`src/rtl/neuron_mac.sv`:
```
// Sequential multiply-accumulate for one neuron: N_TERMS signed x*w products summed
// into a saturating signed accumulator, result held on a valid/ready output.
module neuron_mac #(
    parameter int N_TERMS = 4,
    parameter int DW      = 5,
    parameter int AW      = 12
) (
    input  logic                 clk,
    input  logic                 rst_n,
    input  logic                 start,
    input  logic signed [DW-1:0] x_in,
    input  logic signed [DW-1:0] w_in,
    input  logic                 in_valid,
    output logic                 in_ready,
    output logic signed [AW-1:0] sum_out,
    output logic                 out_valid,
    input  logic                 out_ready,
    output logic                 busy
);
    localparam int CW = $clog2(N_TERMS) + 1;
    localparam logic [CW-1:0] LAST_IDX = CW'(N_TERMS - 1);
    localparam logic signed [AW-1:0] ACC_MAX = {1'b0, {(AW-1){1'b1}}};
    localparam logic signed [AW-1:0] ACC_MIN = {1'b1, {(AW-1){1'b0}}};

    typedef enum logic [1:0] {IDLE, ACC, DONE} state_t;

    state_t                state_q, state_d;
    logic signed [AW-1:0]  acc_q, acc_d;
    logic signed [AW-1:0]  sum_q, sum_d;
    logic [CW-1:0]         count_q, count_d;

    logic signed [2*DW-1:0] prod;
    logic signed [AW:0]     acc_wide;
    logic signed [AW-1:0]   acc_sat;

    // One guard bit above the accumulator: overflow shows up as the top two bits differing.
    always_comb begin
        prod     = x_in * w_in;
        acc_wide = {acc_q[AW-1], acc_q} + {{(AW+1-2*DW){prod[2*DW-1]}}, prod};
        if (acc_wide[AW] != acc_wide[AW-1]) begin
            acc_sat = acc_wide[AW] ? ACC_MIN : ACC_MAX;
        end else begin
            acc_sat = acc_wide[AW-1:0];
        end
    end

    always_comb begin
        state_d = state_q;
        acc_d   = acc_q;
        sum_d   = sum_q;
        count_d = count_q;
        case (state_q)
            IDLE: begin
                if (start) begin
                    acc_d   = '0;
                    count_d = '0;
                    state_d = ACC;
                end
            end
            ACC: begin
                if (in_valid) begin
                    acc_d   = acc_sat;
                    count_d = count_q + 1'b1;
                    if (count_q == LAST_IDX) begin
                        sum_d   = acc_sat;
                        state_d = DONE;
                    end
                end
            end
            DONE: begin
                // A start coinciding with the output handshake skips the IDLE cycle.
                if (out_ready) begin
                    state_d = IDLE;
                    if (start) begin
                        acc_d   = '0;
                        count_d = '0;
                        state_d = ACC;
                    end
                end
            end
            default: state_d = IDLE;
        endcase
    end

    always_ff @(posedge clk or negedge rst_n) begin
        if (!rst_n) begin
            state_q <= IDLE;
            acc_q   <= '0;
            sum_q   <= '0;
            count_q <= '0;
        end else begin
            state_q <= state_d;
            acc_q   <= acc_d;
            sum_q   <= sum_d;
            count_q <= count_d;
        end
    end

    assign in_ready  = (state_q == ACC);
    assign out_valid = (state_q == DONE);
    assign busy      = (state_q != IDLE);
    assign sum_out   = sum_q;

endmodule

```
`config.mk`:
```
export PLATFORM = sky130hd
export DESIGN_NAME = neuron_mac
export DESIGN_NICKNAME = d
export VERILOG_FILES = /design/src/rtl/neuron_mac.sv
export SDC_FILE = /design/constraint.sdc
export NUM_CORES = 1
export LEC_CHECK = 0
export ABC_AREA = 0
export CORE_MARGIN = 10
export CORE_UTILIZATION = 35
export CTS_CLUSTER_SIZE = 12
export DETAILED_ROUTE_END_ITERATION = 8
export PLACE_DENSITY = 0.61
export SYNTH_ARGS = -nofsm -noshare
export SYNTH_HDL_FRONTEND = slang
export SYNTH_SLANG_ARGS = --single-unit
export TNS_END_PERCENT = 10
```
`constraint.sdc`:
```
create_clock -name clk -period 5.7 [get_ports clk]
set_clock_uncertainty 0.1 [all_clocks]
set_input_delay 0.57 -clock clk [delete_from_list [all_inputs] [get_ports clk]]
set_output_delay 0.57 -clock clk [all_outputs]
set_load 0.1 [all_outputs]
```
# --- Word-level counts from Yosys, hierarchy flattened ---
# Cells that the tools add are included.
totals:
  regBits: 29
  latchBits: 0
  ram_bits: 0
  mem_bits_ro: 0
  input_bits: 15
  output_inout_bits: 15
  elab_cells: 37
  n_memories: 0
classes:
  add_sub_neg: 2
  n_mul: 1
  div_mod_pow: 0
  order_cmp: 0
  n_eq_ne: 8
  shift: 0
  n_mux: 16
  bitwise: 0
  n_reduce_logical: 6
op_table:
  columns: ["op", "count"]
  rows:
  - ["12-bit 2-to-1 mux", 5]
  - ["12-bit one-hot mux with 3 select lines", 1]
  - ["12-bit by 10-bit adder with 13-bit output", 1]
  - ["5-bit by 5-bit multiplier with 10-bit output", 1]
  - ["3-bit 2-to-1 mux", 3]
  - ["3-bit one-hot mux with 3 select lines", 1]
  - ["2-bit 2-to-1 mux", 4]
  - ["2-bit one-hot mux with 3 select lines", 1]
  - ["3-bit AND reduction", 2]
  - ["2-bit by 1-bit != test with 1-bit output (second input constant)", 2]
  - ["2-bit != test (second input constant)", 2]
  - ["4-bit AND reduction", 1]
  - ["3-bit by 1-bit adder with 3-bit output (second input constant)", 1]
  - ["3-bit by 2-bit equality test with 1-bit output (second input constant)", 1]
  - ["3-bit nonzero test", 1]
  - ["2-bit by 1-bit equality test with 1-bit output (second input constant)", 1]
  - ["2-bit equality test (second input constant)", 1]
  - ["2-bit zero test", 1]
  - ["2-bit nonzero test", 1]
  - ["1-bit 2-to-1 mux", 1]
  - ["1-bit != test", 1]

# --- Depth between registers and ports, before layout ---
logic_depth:
  depth_word: 6
  mapped_depth: 18
  ltp_nobuf: 15

# --- Worst setup path after synthesis ---
# Ideal clock, no wire load.
synth_timing:
  kind: "input-to-reg"
  startpoint: "input w_in[0]"
  endpoint: "register acc_q[4]"
  setup_time_ns: 0.104
  t_arrival_ns: 4.775
  required_time_ns: 5.496
  setup_slack_ns: 0.720
  path_stages: 15
  path_buffers: 0
  cell_sequence: "and2_1 inv_1 fa_1 fa_1 inv_1 fa_1 fa_1 inv_1 fa_1 nand2b_1 a21oi_1 o22ai_4 xnor2_4 nand4_2 o311ai_1"
synth_via:
  elab_chain_len: 6
  word_cells_on_any_way: 7
  cone_classes: "add/sub (1); mul (1); eq/ne (1); mux (4)"
synth_rtl:
  columns: ["item", "line_no", "source"]
  rows:
  - ["from (decl)", "12", "input logic signed [DW-1:0] w_in,"]
  - ["5-bit by 5-bit multiplier with 10-bit output *", "38", "prod = x_in * w_in;"]
  - ["12-bit by 10-bit adder with 13-bit output *", "39", "acc_wide = {acc_q[AW-1], acc_q} + {{(AW+1-2*DW){prod[2*DW-1]}}, prod};"]
  - ["12-bit 2-to-1 mux or 1-bit != test (tied branches)", "41, 40", null]
  - ["12-bit 2-to-1 mux *", "40", "if (acc_wide[AW] != acc_wide[AW-1]) begin"]
  - ["12-bit 2-to-1 mux *", "61", "if (in_valid) begin"]
  - ["12-bit one-hot mux with 3 select lines *", "52", "case (state_q)"]
  - ["to (signal assigned)", "88", "acc_q <= '0;"]
  - ["to (signal assigned)", "93", "acc_q <= acc_d;"]
  - ["to (decl)", "28", "logic signed [AW-1:0] acc_q, acc_d;"]
# Every way passes the cells marked *; elsewhere a longest branch is shown, timed or not. The select of a mux whose other input is x is not followed.
# A chain may end at the register's enable or synchronous reset.

# --- Final worst setup path ---
layout_timing:
  startpoint: "input x_in[4]"
  endpoint: "register acc_q[10]"
layout_via:
  elab_chain_len: 6
  word_cells_on_any_way: 7
  cone_classes: "add/sub (1); mul (1); eq/ne (1); mux (4)"
layout_rtl:
  columns: ["item", "line_no", "source"]
  rows:
  - ["from (decl)", "11", "input logic signed [DW-1:0] x_in,"]
  - ["5-bit by 5-bit multiplier with 10-bit output *", "38", null]
  - ["12-bit by 10-bit adder with 13-bit output *", "39", null]
  - ["12-bit 2-to-1 mux or 1-bit != test (tied branches)", "41, 40", null]
  - ["12-bit 2-to-1 mux *", "40", null]
  - ["12-bit 2-to-1 mux *", "61", null]
  - ["12-bit one-hot mux with 3 select lines *", "52", null]
# Marked as above.

==> summary.txt <==
worst slew pin tran -> 0.980 ns
Final Cell Area -> 0.00347 mm^2
WL final -> 6.30 mm
Max Cap Viol -> 0
CTS clk-pin slew, worst paths -> 0.06 ns
fraction of layout cells with a size suffix above 1 -> 0.0923
largest net degree at the start of global routing -> 30
initial antenna violation count -> 0
vias in the first global route -> 2348
Routability Congestion -> 0.874
starting DRC count in detailed routing -> 105
crit path launch type -> primary input
DR WL/cell -> 14.3 um
post-DP HPWL -> 5.20 mm
CTS Sinks -> 29
most common cell after layout, fill and taps aside -> nand2_1
grt ovf -> 0
Req. time, crit path -> 5.77 ns
DRT antenna net count -> 0
Synth Flop Type -> dfrtp_1
kind of end point of the critical path -> register
CORE AREA -> 0.00818 mm^2
CP bufs+invs -> 4
DRT Pass-1 Iters -> 4
CTS tree -> done
fin util -> 0.424
H-Tree Depth -> 2
Max transition margin -> 0.345
Setup CP Type -> in -> reg
Ys Warns -> 0
CP dominant cell by count -> fa_1
final instance count without filler cells -> 441
Die X -> 111 um
post-place instance area -> 0.00338 mm^2
final setup TNS -> 0 ns
number of setup violations in the final report -> 0
kind of cell adding the most delay to the critical path -> adder cells
post-synth top area share -> 0.249
Netlist cell types -> 43
Root Buffer -> clkbuf_8
crit share post-route -> 0.938
die area -> 0.0124 mm^2
post-synthesis sequential area ratio -> 0.249
GRT Overall Usage -> 0.106
Critical Path, Cell by Cell -> clkdlybuf4s50_1 > and2_1 > inv_1 > fa_1 > fa_1 > inv_1 > fa_1 > fa_1 > inv_1 > fa_1 > nand2b_1 > a21oi_1 > o22ai_4 > xnor2_4 > nand4_2 > o311ai_1
placed insts -> 434
critical-path maximum fanout -> 9
Critical-path top delay cell -> fa_1
Avg Cell Area, Syn -> 9.82 um^2
unrepaired setup endpoints after global routing -> false
post-CTS sizing -> 0
hold_buf cts -> 0
fill cell count -> 803
Syn Inst Count -> 297
via/cell ratio -> 5.01
fraction of registers with async set/reset -> 1.00
synthesized cell area -> 0.00292 mm^2
Final Critical Period -> 5.35 ns
Slew Viols, Final -> 0
Post-CTS Setup Inserts -> 0
Arr. time, crit path -> 5.42 ns
commonest non-fill, non-tap cells in the layout -> nand2_1 (49), inv_1 (38), fa_1 (34)
final-report hold violation count -> 0
Synthesized Nets -> 373
Seq cells post-synth -> 29
first-pass GRT wire length -> 11.3 mm
DRC Markers -> 0
# port buffers -> 29
Layout area overhead -> 18.8%
total number of vias -> 2208
Achievable Freq -> 0.187 GHz
Clock Tree Buf Depth -> 2
num ports -> 30
total CTS buffers -> 5
largest cells by area after synthesis -> dfrtp_1 (25%), fa_1 (23%), ha_1 (12%), nand2_1 (6.3%), inv_1 (4.9%)
cell taking the most area after synthesis -> dfrtp_1
# nets final -> 412
number of synthesized flops with an enable pin -> 0
Die Span Y -> 111 um
status -> complete, no violations
Hold Crit Class -> reg -> reg
Initial Util -> 0.357
worst skew pair latency -> 0.27 ns
antenna cells -> 0
FP Rows -> 33
max incr delay on CP -> 0.55 ns
-- worst register-to-register path, cell delays in order (launching register included) --
cell	delay, ns
dfrtp_1	0.35
inv_1	0.07
fa_1	0.53
inv_1	0.04
ha_1	0.30
fa_1	0.44
fa_1	0.52
inv_1	0.06
fa_1	0.44
nand2b_1	0.17
a21oi_1	0.36
o22ai_4	0.16
xnor2_4	0.31
nand4_2	0.33
o311ai_1	0.20
-- state kept, by name, indices dropped and copies added, names as in the netlist --
signal and flops:
acc_q 12, count_q 3, state_q 2, sum_out 12
-- through the flow --
step	worst slack, ns	hold WS [ns]
detailed placement	0.136	0.381
finish	0.355	0.386
floorplan	0.720	0.174
global route	0.0756	0.410
CTS	0.404	0.393
global placement	0.125	0.363
-- area by class of cell --
| type | instances | area (um^2) | area share |
|---|---|---|---|
| clock buffer | 7 | 86.3 | 0.0249 |
| sequential | 29 | 726 | 0.209 |
| multi-input combinational | 221 | 2000 | 0.577 |
| timing repair buffer | 41 | 380 | 0.110 |
| inverter | 38 | 143 | 0.0412 |
| tap | 105 | 131 | 0.0379 |
-- logic make-up after synthesis --
logic type	Yosys count	share of synthesized area
DFF	29	0.249
buffers and inverters	47	0.0660
adders and majority gates	61	0.349
and+or+nand+nor	92	0.153
muxes	1	0.00386
AOI/OAI and AO/OA	58	0.146
xor gates and xnor gates	9	0.0334
-- final timing paths --
path	from	to	slack, ns	cells past startpoint
max	x_in[4]	acc_q[10]$_DFFE_PN0P_	0.35	16
min	count_q[2]$_DFFE_PN0P_	count_q[2]$_DFFE_PN0P_	0.39	2
max reg2reg	acc_q[3]$_DFFE_PN0P_	acc_q[10]$_DFFE_PN0P_	1.23	14
min reg2reg	count_q[2]$_DFFE_PN0P_	count_q[2]$_DFFE_PN0P_	0.39	2
max in group asynchronous	rst_n	acc_q[0]$_DFFE_PN0P_	4.64	2
min in group asynchronous	rst_n	count_q[1]$_DFFE_PN0P_	0.58	2
-- Yosys cell counts, drive strengths merged (3+ instances only) --
master   n
o21ai   15
o211ai  18
inv     38
nand3    7
nand2   50
nor2     5
dfrtp   29
o311ai   4
buf      3
xnor2    9
clkbuf   6
fa      34
a21oi    7
nor3     4
ha      27
nand2b   3
and2    14
-- metal layers --
metal	vias up	share of wire	global-route usage
met5	-	0	0
met4	0	0.011	0.0257
met3	4	0.027	0.0152
met2	35	0.52	0.189
met1	1087	0.44	0.131
li1	1082	-	-
Power is left out: the tool's default activity adds up to more than one toggle a clock period on the data nets, which glitch-free logic cannot reach.
==> variant: new RTL, config.mk and constraints unchanged <==
The parameter `N_TERMS` goes from 4 to 16.
--- a/src/rtl/neuron_mac.sv
+++ b/src/rtl/neuron_mac.sv
@@ -2,5 +2,5 @@
 // into a saturating signed accumulator, result held on a valid/ready output.
 module neuron_mac #(
-    parameter int N_TERMS = 4,
+    parameter int N_TERMS = 16,
     parameter int DW      = 5,
     parameter int AW      = 12
Check against the original RTL: not equivalent (Yosys sat finds a counterexample within 10 cycles, from zero or initial values and one cycle with rst_n low).
==> variant against the unedited design <==
  * Non-clock buffer count fell by 3
  * Register-to-register slack hardly changed
  * Setup slack better by 0.076 ns
  * Cell count shrank 3.4%
  * Routed wire length down 7.6%
  * Highest routed layer unchanged
  * Fmax up 1.4%
  * Sequential cell count grew 2
  * Worst hold slack worse by 0.0089 ns
  * Area after synthesis fell by 2.4%
  * Synthesized cell count fell by 3.7%
  * Largest cell class unchanged
  * Critical path depth rose by 1
  * Cell area is 2.2% lower
Power is not shown: default switching activity piles up to over one toggle a cycle in this logic, so the estimate is an artifact.
==> variant: results <==
[worst_setup_path]
critical-path-slowest-cell = clkdlybuf4s50_1
r2r_end = acc_q[3]
crit_family = adder cells
max_stage_delay_ns = 0.54
cp-startpoint = w_in[0]
r2r-start = acc_q[6]
crit_arrival_ns = 5.35
end_kind = flop
worstRegToRegCells = 12
r2r_slack_ns = 1.23
path_max_fanout = 11

[sta]
finalSetupViolations = 0
slew_headroom_pct = 25.7
post-route-period-util_pct = 92.4

[yosys]
muxShareOfSynthArea_pct = 0.396
syn_inst = 286
yosys_warnings = 0
synth_edf_count = 0
synth.area.top_cells = dfrtp_1 27%, fa_1 24%, ha_1 12%
yosysUniqueCellTypes = 38
synth_fa_ha_area_share_pct = 35.8
synth_compound_gate_area_share_pct = 12.4
synthXorXnorAreaFrac_pct = 3.65
syn-num-nets = 362
async_flop_share_pct = 100
ys_top_cells_by_count = 41 x nand2_1, 35 x inv_1, 34 x fa_1, 31 x dfrtp_1, 27 x ha_1
synthFlopType = dfrtp_1
ys_seq_area_share_pct = 27.3

[place]
dpl_cell_area_mm2 = 0.00329
hpwlAfterDp_um = 4960
dp_slack_ns = -0.0174
place_inst = 418
gp_congestion = 0.786
port-buffer-count = 29

[route]
wire_per_inst_um = 13.7
drt_iter0_markers = 88
wirelength_um = 5820
dr_total_vias = 2012
first_pass_iters = 4

[layout]
drive_gt1_share_pct = 10.2
nets = 399
diodes = 0

[clock_tree]
clk_pin_slew_ns = 0.06
clock_latency_ns = 0.28
cts_setup_buffers = 0
root_buffer = clkbuf_8
clockBufferDepth = 2
cts_buffers = 5

[global_routing]
grt_pass1_vias = 2204
grt_pass1_wl_um = 10400
groute.usage.overall_pct = 10.6
grt_max_degree = 32
antenna_found_initial = 0

[outcome]
status = completed

[hold_path]
hp-class = flop to flop
## variant: timing repair
action	CTS	global route
endpoints found under the setup margin	0	4
endpoints found under the hold margin	0	0
resized for setup	0	1
## variant: per-layer routing
layer	vias up	GRT usage [%]	part of all wire, %
met5	-	0	0
met4	0	2.02	0.91
met3	6	2.67	4.2
met2	28	17.5	49
met1	973	13.8	46
li1	1005	-	-
## variant: how the worst min path moves through the flow
stage / from / cells after the start / end / slack, ns
floorplan: rst_n / 0 / acc_q[0] / 0.17
global placement: sum_out[9] / 2 / sum_out[9] / 0.37
detailed placement: sum_out[9] / 2 / sum_out[9] / 0.37
CTS: sum_out[1] / 2 / sum_out[1] / 0.38
global route: acc_q[10] / 2 / acc_q[10] / 0.40
finish: sum_out[1] / 2 / sum_out[1] / 0.38
## variant: area by class of cell
cell class,instances,area (µm²)
fill,794,4420
multi-input combinational,212,1900
sequential,31,776
clock buffer,8,100
timing repair buffer,38,358
inverter,35,131
tap,102,128
